### config.mk
export PLATFORM = sky130hd
export DESIGN_NAME = serial_word_receiver
export DESIGN_NICKNAME = d
export VERILOG_FILES = /design/src/rtl/serial_rx_pkg.sv /design/src/rtl/rx_word_buffer.sv /design/src/rtl/serial_word_receiver.sv
export SDC_FILE = /design/constraint.sdc
export NUM_CORES = 1
export LEC_CHECK = 0
export ABC_AREA = 1
export BUFFER_PORTS_ARGS = -buffer_cell sky130_fd_sc_hd__buf_2
export CELL_PAD_IN_SITES_DETAIL_PLACEMENT = 0
export CELL_PAD_IN_SITES_GLOBAL_PLACEMENT = 1
export CORE_MARGIN = 2
export CORE_UTILIZATION = 47
export DETAILED_ROUTE_END_ITERATION = 7
export GPL_TIMING_DRIVEN = 0
export PLACE_DENSITY = 0.86
export SKIP_CTS_REPAIR_TIMING = 1
export SLEW_MARGIN = 20
export SYNTH_ARGS = -nofsm -noshare
export SYNTH_HDL_FRONTEND = slang
export SYNTH_SLANG_ARGS = --single-unit
### constraint.sdc
create_clock -name clock -period 2.7 [get_ports clock]
set_input_delay 0.27 -clock clock [delete_from_list [all_inputs] [get_ports clock]]
set_output_delay 0.27 -clock clock [all_outputs]
set_load 0.01 [all_outputs]
### src/rtl/serial_rx_pkg.sv
// Shared types and default parameters for the serial word receiver.
package serial_rx_pkg;
    typedef enum logic {HUNT, LOCKED} rx_state_t;

    localparam int         RX_WORD_SIZE    = 27;
    localparam int         RX_SYNC_WIDTH   = 8;
    localparam logic [7:0] RX_SYNC_PATTERN = 8'hA5;
    localparam int         RX_MAX_MISSES   = 2;
endpackage

### src/rtl/rx_word_buffer.sv
// One-entry valid/ready output register; a word arriving while the entry is
// held and not being taken is dropped and flagged with a one-cycle overflow.
module rx_word_buffer #(
    parameter int W = 27
) (
    input  logic         clock,
    input  logic         reset_n,
    input  logic         load_i,
    input  logic [W-1:0] data_i,
    input  logic         ready_i,
    output logic [W-1:0] data_o,
    output logic         valid_o,
    output logic         overflow_o
);
    logic [W-1:0] data_q;
    logic         valid_q;
    logic         overflow_q;
    logic         room;

    // The entry is free if empty or being handed off on this same edge.
    assign room = !valid_q || ready_i;

    always_ff @(posedge clock or negedge reset_n) begin
        if (!reset_n) begin
            data_q     <= '0;
            valid_q    <= 1'b0;
            overflow_q <= 1'b0;
        end else begin
            overflow_q <= load_i && !room;
            if (load_i && room) begin
                data_q  <= data_i;
                valid_q <= 1'b1;
            end else if (valid_q && ready_i) begin
                valid_q <= 1'b0;
            end
        end
    end

    assign data_o     = data_q;
    assign valid_o    = valid_q;
    assign overflow_o = overflow_q;
endmodule

### src/rtl/serial_word_receiver.sv
// MSB-first serial deserializer: hunts for the sync header, tracks word
// alignment and lock, and hands good words to a one-entry output buffer.
module serial_word_receiver
    import serial_rx_pkg::*;
#(
    parameter int                    WORD_SIZE    = RX_WORD_SIZE,
    parameter int                    SYNC_WIDTH   = RX_SYNC_WIDTH,
    parameter logic [SYNC_WIDTH-1:0] SYNC_PATTERN = SYNC_WIDTH'(RX_SYNC_PATTERN),
    parameter int                    MAX_MISSES   = RX_MAX_MISSES
) (
    input  logic                 clock,
    input  logic                 reset_n,
    input  logic                 serial_in,
    output logic [WORD_SIZE-1:0] word_out,
    output logic                 word_valid,
    input  logic                 word_ready,
    output logic                 locked,
    output logic                 sync_error,
    output logic                 overflow
);
    localparam int CNT_W  = $clog2(WORD_SIZE);
    localparam int MISS_W = $clog2(MAX_MISSES + 1);

    localparam logic [CNT_W-1:0]  LAST_BIT = CNT_W'(WORD_SIZE - 1);
    localparam logic [CNT_W-1:0]  HDR_BITS = CNT_W'(SYNC_WIDTH);
    localparam logic [MISS_W-1:0] MISS_MAX = MISS_W'(MAX_MISSES);

    rx_state_t            state_q;
    logic [WORD_SIZE-1:0] sr_q, sr_d;
    logic [CNT_W-1:0]     bit_cnt_q;
    logic [MISS_W-1:0]    miss_cnt_q;
    logic                 locked_q;
    logic                 sync_error_q;
    logic                 hdr_seen;
    logic                 word_done;
    logic                 hdr_ok;
    logic                 last_miss;

    assign sr_d      = {sr_q[WORD_SIZE-2:0], serial_in};
    assign hdr_seen  = sr_d[SYNC_WIDTH-1:0] == SYNC_PATTERN;
    assign word_done = (state_q == LOCKED) && (bit_cnt_q == LAST_BIT);
    assign hdr_ok    = sr_d[WORD_SIZE-1 -: SYNC_WIDTH] == SYNC_PATTERN;
    assign last_miss = MISS_W'(miss_cnt_q + 1'b1) == MISS_MAX;

    always_ff @(posedge clock or negedge reset_n) begin
        if (!reset_n) begin
            state_q      <= HUNT;
            sr_q         <= '0;
            bit_cnt_q    <= '0;
            miss_cnt_q   <= '0;
            locked_q     <= 1'b0;
            sync_error_q <= 1'b0;
        end else begin
            sr_q         <= sr_d;
            sync_error_q <= 1'b0;
            if (state_q == HUNT) begin
                if (hdr_seen) begin
                    state_q    <= LOCKED;
                    locked_q   <= 1'b1;
                    bit_cnt_q  <= HDR_BITS;
                    miss_cnt_q <= '0;
                end
            end else if (!word_done) begin
                bit_cnt_q <= bit_cnt_q + 1'b1;
            end else begin
                bit_cnt_q <= '0;
                if (hdr_ok) begin
                    miss_cnt_q <= '0;
                end else begin
                    sync_error_q <= 1'b1;
                    if (last_miss) begin
                        miss_cnt_q <= '0;
                        // Drop to hunt, but a header already sitting in the
                        // freshly shifted bits re-locks without losing a cycle.
                        if (hdr_seen) begin
                            bit_cnt_q <= HDR_BITS;
                        end else begin
                            state_q  <= HUNT;
                            locked_q <= 1'b0;
                        end
                    end else begin
                        miss_cnt_q <= miss_cnt_q + 1'b1;
                    end
                end
            end
        end
    end

    rx_word_buffer #(.W(WORD_SIZE)) u_buf (
        .clock      (clock),
        .reset_n    (reset_n),
        .load_i     (word_done && hdr_ok),
        .data_i     (sr_d),
        .ready_i    (word_ready),
        .data_o     (word_out),
        .valid_o    (word_valid),
        .overflow_o (overflow)
    );

    assign locked     = locked_q;
    assign sync_error = sync_error_q;
endmodule
**After elaboration in Yosys (flattened, before gate mapping)**

Index checks and enable logic that the tools add are counted.

- Output and inout bits: 31
- Register bits after elaboration: 65

- Reduce and logical (&&, ||, !) cells: 12
- Add/subtract/negate cells: 2
- Equality and inequality tests: 8
- Muxes and demuxes: 27

Operator list:

| kind | count |
|---|---|
| 8-bit == test, second input constant | 2 |
| 1-bit two-way mux | 16 |
| 5-bit two-way mux | 3 |
| 4-bit two-way mux | 3 |
| 2-bit two-way mux | 5 |
| 5-bit by 1-bit adder with 5-bit output, second input constant | 1 |
| 5-bit == test, second input constant | 1 |
| 1-bit logical AND | 5 |
| 5-bit AND reduction | 1 |
| 2-bit by 1-bit != test with 1-bit output, second input constant | 2 |
| 2-bit != test, second input constant | 2 |
| 2-bit nonzero test | 2 |
| 2-bit by 1-bit adder with 2-bit output, second input constant | 1 |
| 2-bit == test, second input constant | 1 |
| 1-bit logical NOT | 2 |
| 2-bit AND reduction | 1 |
| 1-bit logical OR | 1 |

**Logic depth before layout (Yosys ltp)**

Gate-level depths: netlist of run 1.

- Depth after elaboration: 6
- Gate-level depth with buffers: 10

**Modules after synthesis**

From an unflattened synthesis of run 1, not the netlist that was laid out.

- Cells, all modules: 242
- Area, all modules: 2,447.3 µm²

Modules (own cells, without submodules):

| module | area each (µm²) | cells an instance | times used | sequential area each (µm²) |
|---|---|---|---|---|
| serial_word_receiver | 1,291.2 | 118 | 1 | 900.9 |
| rx_word_buffer | 1,156.1 | 124 | 1 | 725.7 |

**Least setup slack after synthesis of run 1**

No wires, ideal clock.

- Path kind: flip-flop to flip-flop
- Start point: register bit_cnt_q[0]
- End point: register u_buf.data_q[0] (netlist: u_buf.data_o[0])
- Cell stages (with the launch flop): 11
- Path slack: 1,233 ps
- Path buffers: 2
- Required time: 2,582 ps
- Data arrival time: 1,350 ps
- Cell sequence: dfrtp_1 inv_1 ha_1 nand2_1 inv_1 nand3_2 nand3b_4 buf_6 buf_6 nand2_1 o21ai_2

- Cells in the longest elaborated chain, start to end: 4

RTL lines:

| item | RTL line | source |
|---|---|---|
| from (decl) | serial_word_receiver.sv:30 | `logic [CNT_W-1:0] bit_cnt_q;` |
| from (signal assigned) | serial_word_receiver.sv:64 | `bit_cnt_q <= bit_cnt_q + 1'b1;` |
| 5-bit == test | serial_word_receiver.sv:41 | `assign word_done = (state_q == LOCKED) && (bit_cnt_q == LAST_BIT);` |
| 1-bit logical AND | serial_word_receiver.sv:41 |  |
| 1-bit logical AND | serial_word_receiver.sv:92 | `.load_i (word_done && hdr_ok),` |
| 1-bit logical AND | rx_word_buffer.sv:30 | `if (load_i && room) begin` |
| to (signal assigned) | rx_word_buffer.sv:31 | `data_q <= data_i;` |
| to (decl) | rx_word_buffer.sv:15 | `logic [W-1:0] data_q;` |

Every way passes these cells.
A chain may end at the register's enable or synchronous reset.

**Worst setup path in the final report of run 1**

- Start point: register bit_cnt_q[0]
- End point: register u_buf.data_q[4] (netlist: u_buf.data_o[4])

Same word-level chain as after synthesis.

==> results of run 1 <==
-- final cells by class --
cell class	instances	area, µm²
Buffer	6	55.1
Clock buffer	12	155
Clock inverter	3	40.0
Fill cell	444	1940
Inverter	40	150
Multi-Input combinational cell	113	566
Sequential cell	65	1630
Tap cell	67	83.8
Timing Repair Buffer	36	203
-- path summary, 6_finish.rpt --
check,startpoint,endpoint,slack [ns]
worst min register to register,sr_q[8],sr_q[9],0.38
worst max register to register,bit_cnt_q[0],u_buf.data_o[4],1.07
max in group asynchronous,reset_n,sr_q[21],1.81
min in group asynchronous,reset_n,u_buf.data_o[13],0.38
worst min-delay path,serial_in,sr_q[0],0.1
worst max-delay path,bit_cnt_q[0],u_buf.data_o[4],1.07
-- cells in the mapped netlist --
cell      number
nand4_1        3
o21ai_2       11
o21ai_0       12
a21oi_1        3
inv_2          1
buf_2          2
nor3_1         1
nand3b_4       1
ha_1           2
dfrtp_1       65
nand2_1       58
nor2_1        14
nand3_2        1
buf_6          4
o21ai_1        1
nor2_4         1
inv_1         39
nand3_1        4
xnor2_1        1
-- worst max-delay path: stages, from the launching register on --
cell,delay [ns]
dfrtp_1,0.43
inv_1,0.08
ha_1,0.15
nand2_1,0.05
inv_1,0.08
nand3_2,0.13
nand3b_4,0.19
buf_6,0.16
buf_6,0.14
nand2_1,0.07
o21ai_2,0.05
-- registers in the layout, indices dropped and copies added, names as in the netlist --
name              count
u_buf.valid_o         1
sr_q                 26
state_q               1
locked                1
bit_cnt_q             5
sync_error            1
miss_cnt_q            2
u_buf.overflow_o      1
u_buf.data_o         27
-- per-layer routing --
| layer | global-route usage (%) | up-vias | routed length [µm] |
|---|---|---|---|
| li1 | - | 773 | - |
| met1 | 21.1 | 731 | 1920 |
| met2 | 24.0 | 32 | 1750 |
| met3 | 3.57 | 10 | 139 |
| met4 | 11.1 | 0 | 105 |
| met5 | 0 | - | 0 |
-- report_power, final --
group          total, mW  internal, mW  switching, mW
registers           1.01         0.994         0.0121
clock network      0.803         0.469          0.334
logic             0.0413        0.0112         0.0300
-- kinds of logic after synthesis --
| family | Yosys count | synth area share (%) |
|---|---|---|
| AND/OR/NAND/NOR | 83 | 14.8 |
| flip-flops | 65 | 67.8 |
| buffers and inverters | 46 | 8.56 |
| AO/OA/AOI/OAI | 27 | 7.36 |
| adder cells (fa/ha/maj) | 2 | 1.04 |
| XOR/XNOR | 1 | 0.365 |
-- metrics by stage --
step	area (µm²)	setup slack, ns
global route	2880	0.926
finish	2880	1.07
global placement	2650	1.09
detailed placement	2670	1.08
CTS	2870	1.06
floorplan	2400	1.23
==> flow_metrics.py, run 1 <==
metrics = {
    "critical_path": {
        "crit_fanout": 10,
        "start_kind": "flip-flop",
        "rr_worst_depth": 10,
        "cp.required_ns": 2.92,
        "critical_path_class": "flip-flop to flip-flop",
        "setup.worst_path.end_class": "flip-flop",
        "critPathArrivalTime_ns": 1.85,
    },
    "cells_and_area": {
        "nets": 277,
        "diodes": 0,
        "syn_to_final_growth_pct": 20.1,
        "final_util_pct": 59.8,
        "final_cell_mix": "65 x dfrtp_1, 58 x nand2_1, 39 x inv_1, 35 x buf_2, 14 x nor2_1",
        "mostFrequentLayoutCell": "dfrtp_1",
        "drive_above_1_share_pct": 25.5,
        "stdcell_count": 342,
    },
    "grt": {
        "grt_pass1_vias": 1456,
        "antenna_found_initial": 0,
        "track_usage_pct": 16.1,
        "grt-ovfl-total": 0,
        "grt_pass1_wl_mm": 6.60,
        "grt_max_degree": 43,
    },
    "clock_network": {
        "cts_htree_levels": 3,
        "numCtsBuffers": 9,
        "cts.clk_slew.worst_paths_ns": 0.07,
        "insertion_delay_ns": 0.32,
        "cts_tree": "yes",
        "root_buffer": "clkbuf_8",
        "clockBufferDepth": 2,
        "clock-sinks": 65,
    },
    "yosys": {
        "syn_area_per_cell_um2": 10.7,
        "synth_cell_type_count": 19,
        "synth.top_cell.area_share_pct": 67.8,
        "yosysWarnings": 0,
        "yosysSeqAreaShare_pct": 67.8,
        "synth_nets": 230,
        "netlist.top_cell.by_area": "dfrtp_1",
        "ys_top_cells_by_area": "dfrtp_1 68%, nand2_1 9.1%, inv_1 6.1%",
        "syn_area_um2": 2400,
        "synth-seq-cells": 65,
        "syn-instance-count": 224,
    },
    "floorplan": {
        "fp.coreArea_um2": 4820,
        "die_area_um2": 5690,
        "die_h_um": 75.4,
        "die_w_um": 75.4,
        "num_io_pins": 35,
        "rows": 25,
        "initial_core_util_pct": 49.8,
    },
    "timing": {
        "worst_pin_slew_ns": 0.309,
        "final.period_utilization_pct": 60.4,
        "finalSetupViolCount": 0,
        "fmax_ghz": 0.613,
        "fin_crit_ns": 1.63,
        "final_max_slew_viol_count": 0,
        "rsz0062_at_grt": "false",
        "slew_headroom_pct": 79.3,
        "finalSetupTns_ns": 0,
        "timing.hold.ws_ns": 0.0960,
        "timing_hold_violations_final": 0,
        "finClkSkew_ns": 0.00615,
    },
    "placed_design": {
        "port_buffers": 34,
        "place_congestion": 0.741,
        "dp_hpwl_mm": 2.61,
        "dp_cells": 326,
    },
    "detailed_routing": {
        "vias": 1546,
        "wl_per_cell_um": 11.4,
        "drt-initial-drc-count": 83,
        "drt_pass1_iterations": 4,
        "ant_nets": 0,
        "routed_via_density": 4.52,
        "drc": 0,
        "finalWirelength_mm": 3.91,
    },
    "outcome": {
        "outcome": "completed",
    },
    "power_and_ir_drop": {
        "ir_drop_mv": 0.278,
        "leakage_nw": 1.60,
        "total_power_mw": 1.85,
        "powerDensity_nw_per_um2": 643,
    },
    "hold_path": {
        "min_path_type": "primary input to flip-flop",
        "hold_depth": 1,
    },
    "job": {
        "drv_cap": 0,
    },
}
Power figures use the tool's default switching activity.
==> run 2: changes to the inputs <==
--- a/config.mk
+++ b/config.mk
@@ -10,10 +10,10 @@
 export CELL_PAD_IN_SITES_DETAIL_PLACEMENT = 0
 export CELL_PAD_IN_SITES_GLOBAL_PLACEMENT = 1
 export CORE_MARGIN = 2
-export CORE_UTILIZATION = 47
+export CORE_UTILIZATION = 43
 export DETAILED_ROUTE_END_ITERATION = 7
 export GPL_TIMING_DRIVEN = 0
-export PLACE_DENSITY = 0.86
+export PLACE_DENSITY = 0.8
 export SKIP_CTS_REPAIR_TIMING = 1
 export SLEW_MARGIN = 20
 export SYNTH_ARGS = -nofsm -noshare
==> constraint.sdc (replaced) <==
create_clock -name clock -period 1.6 [get_ports clock]
set_input_delay 0.16 -clock clock [delete_from_list [all_inputs] [get_ports clock]]
set_output_delay 0.16 -clock clock [all_outputs]
set_load 0.01 [all_outputs]
==> run 2 against run 1 <==
Flip-flop and latch count unchanged. Final cell count up 3.2%. Clock-buffer cell count down 3. Worst setup slack worse by 1.1 ns. Sequential share of layout area down 1.2 points. Routed wire length up 4.3%. Register-to-register slack worse by 1.1 ns. Critical path depth unchanged. Critical endpoint unchanged. Largest cell class unchanged.
==> flow_metrics.py, run 2 (synthesis gave the netlist of run 1 again) <==
metrics = {
    "timing": {
        "finClkSkew_ns": 0.00925,
        "timing_hold_violations_final": 0,
        "worst_pin_slew_ns": 0.356,
        "fmax_ghz": 0.630,
        "fin_crit_ns": 1.59,
        "rsz0062_at_grt": "true",
        "setup_ws_ns": 0.0136,
        "finalSetupViolCount": 0,
        "final.period_utilization_pct": 99.2,
        "slew_headroom_pct": 76.3,
        "final_max_slew_viol_count": 0,
    },
    "critical_path": {
        "cp_slowest_cell": "dfrtp_2",
        "cp.required_ns": 1.82,
        "crit_fanout": 10,
        "path_cells": "inv_2 -> ha_1 -> nand2_1 -> inv_2 -> nand3_4 -> nand3b_4 -> buf_8 -> buf_8 -> nand2_1 -> o21ai_2",
        "critPathArrivalTime_ns": 1.81,
        "crit_family": "buffers and inverters",
        "reg2reg_slack_ns": 0.01,
        "setup.worst_path.end_class": "flip-flop",
        "max_stage_delay_ns": 0.44,
        "start_kind": "flip-flop",
        "critical_path_class": "flip-flop to flip-flop",
        "cp_num_buf_inv": 4,
    },
    "detailed_routing": {
        "finalWirelength_mm": 4.08,
        "drc": 0,
        "vias": 1546,
        "wl_per_cell_um": 11.6,
        "routed_via_density": 4.38,
        "drt_pass1_iterations": 4,
        "ant_nets": 0,
        "drt-initial-drc-count": 90,
    },
    "placed_design": {
        "place_congestion": 0.754,
        "place_ws_ns": -0.0401,
        "port_buffers": 34,
        "dp_hpwl_mm": 2.67,
        "dpl_cell_area_um2": 2680,
    },
    "outcome": {
        "outcome": "completed",
    },
    "clock_network": {
        "cts_tree": "yes",
        "clock-sinks": 65,
        "cts_htree_levels": 3,
        "numCtsBuffers": 9,
        "cts.clk_slew.worst_paths_ns": 0.07,
        "clockBufferDepth": 2,
        "insertion_delay_ns": 0.34,
        "root_buffer": "clkbuf_8",
    },
    "floorplan": {
        "die_h_um": 78.7,
        "die_area_um2": 6190,
        "fp.coreArea_um2": 5440,
        "initial_core_util_pct": 44.1,
        "num_io_pins": 35,
        "rows": 27,
        "die_w_um": 78.7,
    },
    "cells_and_area": {
        "diodes": 0,
        "syn_to_final_growth_pct": 22.8,
        "fillers": 481,
        "final_util_pct": 54.1,
        "drive_above_1_share_pct": 29.5,
        "nets": 282,
        "multi_input_area_um2": 583,
        "area.sequential_um2": 1630,
        "final_area_um2": 2940,
        "largest_reg_flops": 27,
        "mostFrequentLayoutCell": "dfrtp_1",
        "final_cell_mix": "64 x dfrtp_1, 54 x nand2_1, 37 x inv_1, 35 x buf_2, 14 x nor2_1",
    },
    "grt": {
        "grt_pass1_wl_mm": 6.84,
        "antenna_found_initial": 0,
        "track_usage_pct": 14.7,
        "grt-ovfl-total": 0,
        "grt_max_degree": 40,
        "grt_pass1_vias": 1478,
    },
    "power_and_ir_drop": {
        "leakage_nw": 1.61,
        "ir_drop_mv": 0.480,
        "powerDensity_nw_per_um2": 1000,
    },
    "job": {
        "drv_cap": 0,
    },
    "hold_path": {
        "min_path_type": "primary input to flip-flop",
    },
}
[run 2: cell types whose count changed in the layout (fill, tap and decap cells not counted), sizes merged]
cell,before,now
bufinv,1,0
dlygate4sd3,1,2
clkinv,2,3
inv,40,41
clkbuf,12,10
buf,41,44
clkinvlp,0,3
[run 2: layout make-up]
| type | instances | area share, % |
|---|---|---|
| clock inverter | 7 | 1.57 |
| timing repair buffer | 41 | 8.84 |
| sequential | 65 | 55.3 |
| tap | 72 | 3.06 |
| clock buffer | 9 | 4.21 |
| buffer | 6 | 2.12 |
| inverter | 40 | 5.10 |
| multi-input combinational | 113 | 19.8 |
[run 2: per-layer routing]
layer  track usage (%)  routed length, µm  up-vias
met2              20.6               1870       27
met3              5.52                163        8
met5                 0                  0        -
met1              20.4               1970      731
met4              6.32                 82        0
li1                  -                  -      780
[run 2: report_power, final]
group	internal (mW)	leakage (nW)	total [mW]	switching (mW)
Clock	0.557	0.0814	1.18	0.620
Sequential	1.68	0.797	1.70	0.0209
Combinational	0.0206	0.728	0.0713	0.0507
Total	2.25	1.61	2.95	0.691
[run 2: worst paths after layout]
| check | startpoint | to | cells after the start |
|---|---|---|---|
| max | bit_cnt_q[0] | u_buf.data_o[4] | 10 |
| min | word_ready | u_buf.valid_o | 4 |
| max reg2reg | bit_cnt_q[0] | u_buf.data_o[4] | 10 |
| min reg2reg | sr_q[22] | sr_q[23] | 0 |
| max in group asynchronous | reset_n | bit_cnt_q[0] | 3 |
| min in group asynchronous | reset_n | u_buf.data_o[11] | 2 |
[run 2: stage by stage]
| step | power [mW] | instances | hold WS [ns] | TNS (ns) |
|---|---|---|---|---|
| final | 2.95 | 353 | 0.185 | 0 |
| after global routing | 3.09 | 353 | 0.211 | -1.07 |
| after CTS | 2.99 | 347 | -0.281 | -0.621 |
| after detailed placement | 1.80 | 331 | 0.0926 | -0.356 |
| after global placement | 1.79 | 330 | 0.319 | -0.121 |
| after floorplan | 1.75 | 224 | -0.136 | 0 |
[run 2: tightest hold or removal path, delay by kind of cell]
kind	cells	cell delay, ns
simple gates	2	0.21
buf+inv	2	0.10
==> run 3: changes to the inputs <==
--- a/config.mk
+++ b/config.mk
@@ -9,6 +9,7 @@
 export BUFFER_PORTS_ARGS = -buffer_cell sky130_fd_sc_hd__buf_2
 export CELL_PAD_IN_SITES_DETAIL_PLACEMENT = 0
 export CELL_PAD_IN_SITES_GLOBAL_PLACEMENT = 1
+export CORE_ASPECT_RATIO = 0.5
 export CORE_MARGIN = 2
 export CORE_UTILIZATION = 43
 export DETAILED_ROUTE_END_ITERATION = 7
==> run 3 against run 2 <==
Fmax rose by 1.5%. Critical path depth stayed put. First-iteration DRC count down 32%. Clock skew shrank 0.0031 ns. Clock-buffer cell count is 4 higher. Non-clock buffer count increased by 1. Power increased by 0.42%. Register-to-register slack improved by 0.02 ns. Final cell count down 0.28%. Die area is 0.59% higher. Critical endpoint is now u_buf.data_o[0]. Sequential power about the same.
==> flow_metrics.py, run 3 (synthesis gave the netlist of run 1 again) <==
metrics = {
    "clock_network": {
        "clockBufferDepth": 2,
        "cts.clk_slew.worst_paths_ns": 0.07,
        "insertion_delay_ns": 0.32,
        "numCtsBuffers": 9,
        "root_buffer": "clkbuf_8",
        "cts_htree_levels": 3,
        "cts_tree": "yes",
        "clock-sinks": 65,
    },
    "placed_design": {
        "dp_hpwl_mm": 2.69,
        "dpl_cell_area_um2": 2660,
        "place_congestion": 0.807,
        "dp_cells": 331,
        "port_buffers": 34,
    },
    "timing": {
        "slew_headroom_pct": 47.1,
        "timing_hold_violations_final": 0,
        "worst_pin_slew_ns": 0.793,
        "rsz0062_at_grt": "true",
        "final_max_slew_viol_count": 0,
        "fmax_ghz": 0.640,
        "final.period_utilization_pct": 97.7,
        "finalSetupTns_ns": 0,
        "finalSetupViolCount": 0,
        "fin_crit_ns": 1.56,
        "finClkSkew_ns": 0.00614,
    },
    "detailed_routing": {
        "routed_via_density": 4.40,
        "vias": 1549,
        "drt-initial-drc-count": 61,
        "wl_per_cell_um": 11.8,
        "drc": 0,
        "finalWirelength_mm": 4.16,
        "ant_nets": 0,
        "drt_pass1_iterations": 4,
    },
    "cells_and_area": {
        "final_util_pct": 55.4,
        "diodes": 0,
        "drive_above_1_share_pct": 32.3,
        "largest_reg_flops": 27,
        "nets": 283,
        "final_cell_mix": "64 x dfrtp_1, 47 x nand2_1, 37 x inv_1, 35 x buf_2, 13 x nor2_1",
        "stdcell_count": 352,
        "area.sequential_um2": 1630,
        "final_area_um2": 3000,
        "fillers": 460,
        "mostFrequentLayoutCell": "dfrtp_1",
        "multi_input_area_um2": 629,
        "syn_to_final_growth_pct": 25.3,
    },
    "job": {
        "drv_cap": 0,
    },
    "grt": {
        "gr-usage-met3_pct": 5.46,
        "track_usage_pct": 14.7,
        "grt_pass1_wl_mm": 6.81,
        "antenna_found_initial": 0,
        "use_met1_pct": 20.2,
        "grt-ovfl-total": 0,
        "use_met2_pct": 20.9,
        "grt_max_degree": 66,
        "grt_pass1_vias": 1444,
        "grt-busiest-layer": "met2",
    },
    "power_and_ir_drop": {
        "powerDensity_nw_per_um2": 985,
        "leakage_nw": 1.63,
        "ir_drop_mv": 0.641,
    },
    "critical_path": {
        "cp.required_ns": 1.81,
        "cp_slowest_cell": "dfrtp_2",
        "setup.worst_path.end_class": "flip-flop",
        "crit_fanout": 6,
        "path_cells": "inv_2 -> ha_4 -> nand2_2 -> inv_2 -> nand3_4 -> nand3b_4 -> buf_8 -> clkbuf_16 -> nand2_2 -> o21ai_2",
        "start_kind": "flip-flop",
        "critical_path_class": "flip-flop to flip-flop",
        "critPathArrivalTime_ns": 1.78,
        "max_stage_delay_ns": 0.41,
    },
    "floorplan": {
        "fp.coreArea_um2": 5420,
        "num_io_pins": 35,
        "die_h_um": 56.8,
        "initial_core_util_pct": 44.2,
        "rows": 19,
        "die_w_um": 110,
        "die_area_um2": 6220,
    },
    "outcome": {
        "outcome": "completed",
    },
    "hold_path": {
        "min_path_type": "primary input to flip-flop",
    },
}
## run 3: cell count changes in the layout (fill, tap and decap cells not counted), sizes merged
cell	change
clkbuf	+5
clkinv	-3
clkinvlp	-3
inv	-1
## run 3: final cells by class
class	count	area share (%)
Inverter	40	5.00
Timing Repair Buffer	42	9.08
Tap cell	73	3.04
Sequential cell	65	54.2
Buffer	6	2.08
Multi-Input combinational cell	113	21.0
Clock buffer	13	5.63
## run 3: worst max-delay path: cells and delay by family, from the launching register on
family / cells / cell delay [ns]
DFF: 1 / 0.41
AOI/OAI and AO/OA: 1 / 0.04
adders and majority gates: 1 / 0.13
and+or+nand+nor: 4 / 0.41
buffers and inverters: 4 / 0.47
## run 3: metal layers
| layer | part of all wire [%] | wire length [µm] | up-vias |
|---|---|---|---|
| li1 | - | - | 783 |
| met5 | 0 | 0 | - |
| met3 | 3.1 | 129 | 6 |
| met4 | 1.3 | 53 | 0 |
| met1 | 49 | 2030 | 738 |
| met2 | 47 | 1940 | 22 |
## run 3: path summary, 6_finish.rpt
kind / startpoint / endpoint / slack (ns) / cells after the start
max reg2reg: bit_cnt_q[0] / u_buf.data_o[0] / 0.04 / 10
min reg2reg: sr_q[19] / sr_q[20] / 0.37 / 0
max in group asynchronous: reset_n / bit_cnt_q[0] / 0.59 / 2
max: bit_cnt_q[0] / u_buf.data_o[0] / 0.04 / 10
min: word_ready / u_buf.valid_o / 0.20 / 4
min in group asynchronous: reset_n / bit_cnt_q[2] / 0.47 / 2
## run 3: stage by stage
step | worst slack [ns] | power, mW | hold slack [ns]
3_5_place_dp | -0.0630 | 1.79 | 0.299
4_1_cts | -0.0824 | 3.01 | -0.0568
3_3_place_gp | -0.00475 | 1.79 | 0.327
6_report | 0.0372 | 2.96 | 0.203
2_1_floorplan | 0.133 | 1.75 | -0.136
5_1_grt | -0.0418 | 3.10 | 0.242
## run 3: power breakdown
group / leakage [nW] / total, mW / internal [mW] / switching, mW
sequential: 0.797 / 1.70 / 1.68 / 0.0207
clock: 0.0875 / 1.19 / 0.665 / 0.529
combinational: 0.741 / 0.0652 / 0.0157 / 0.0496
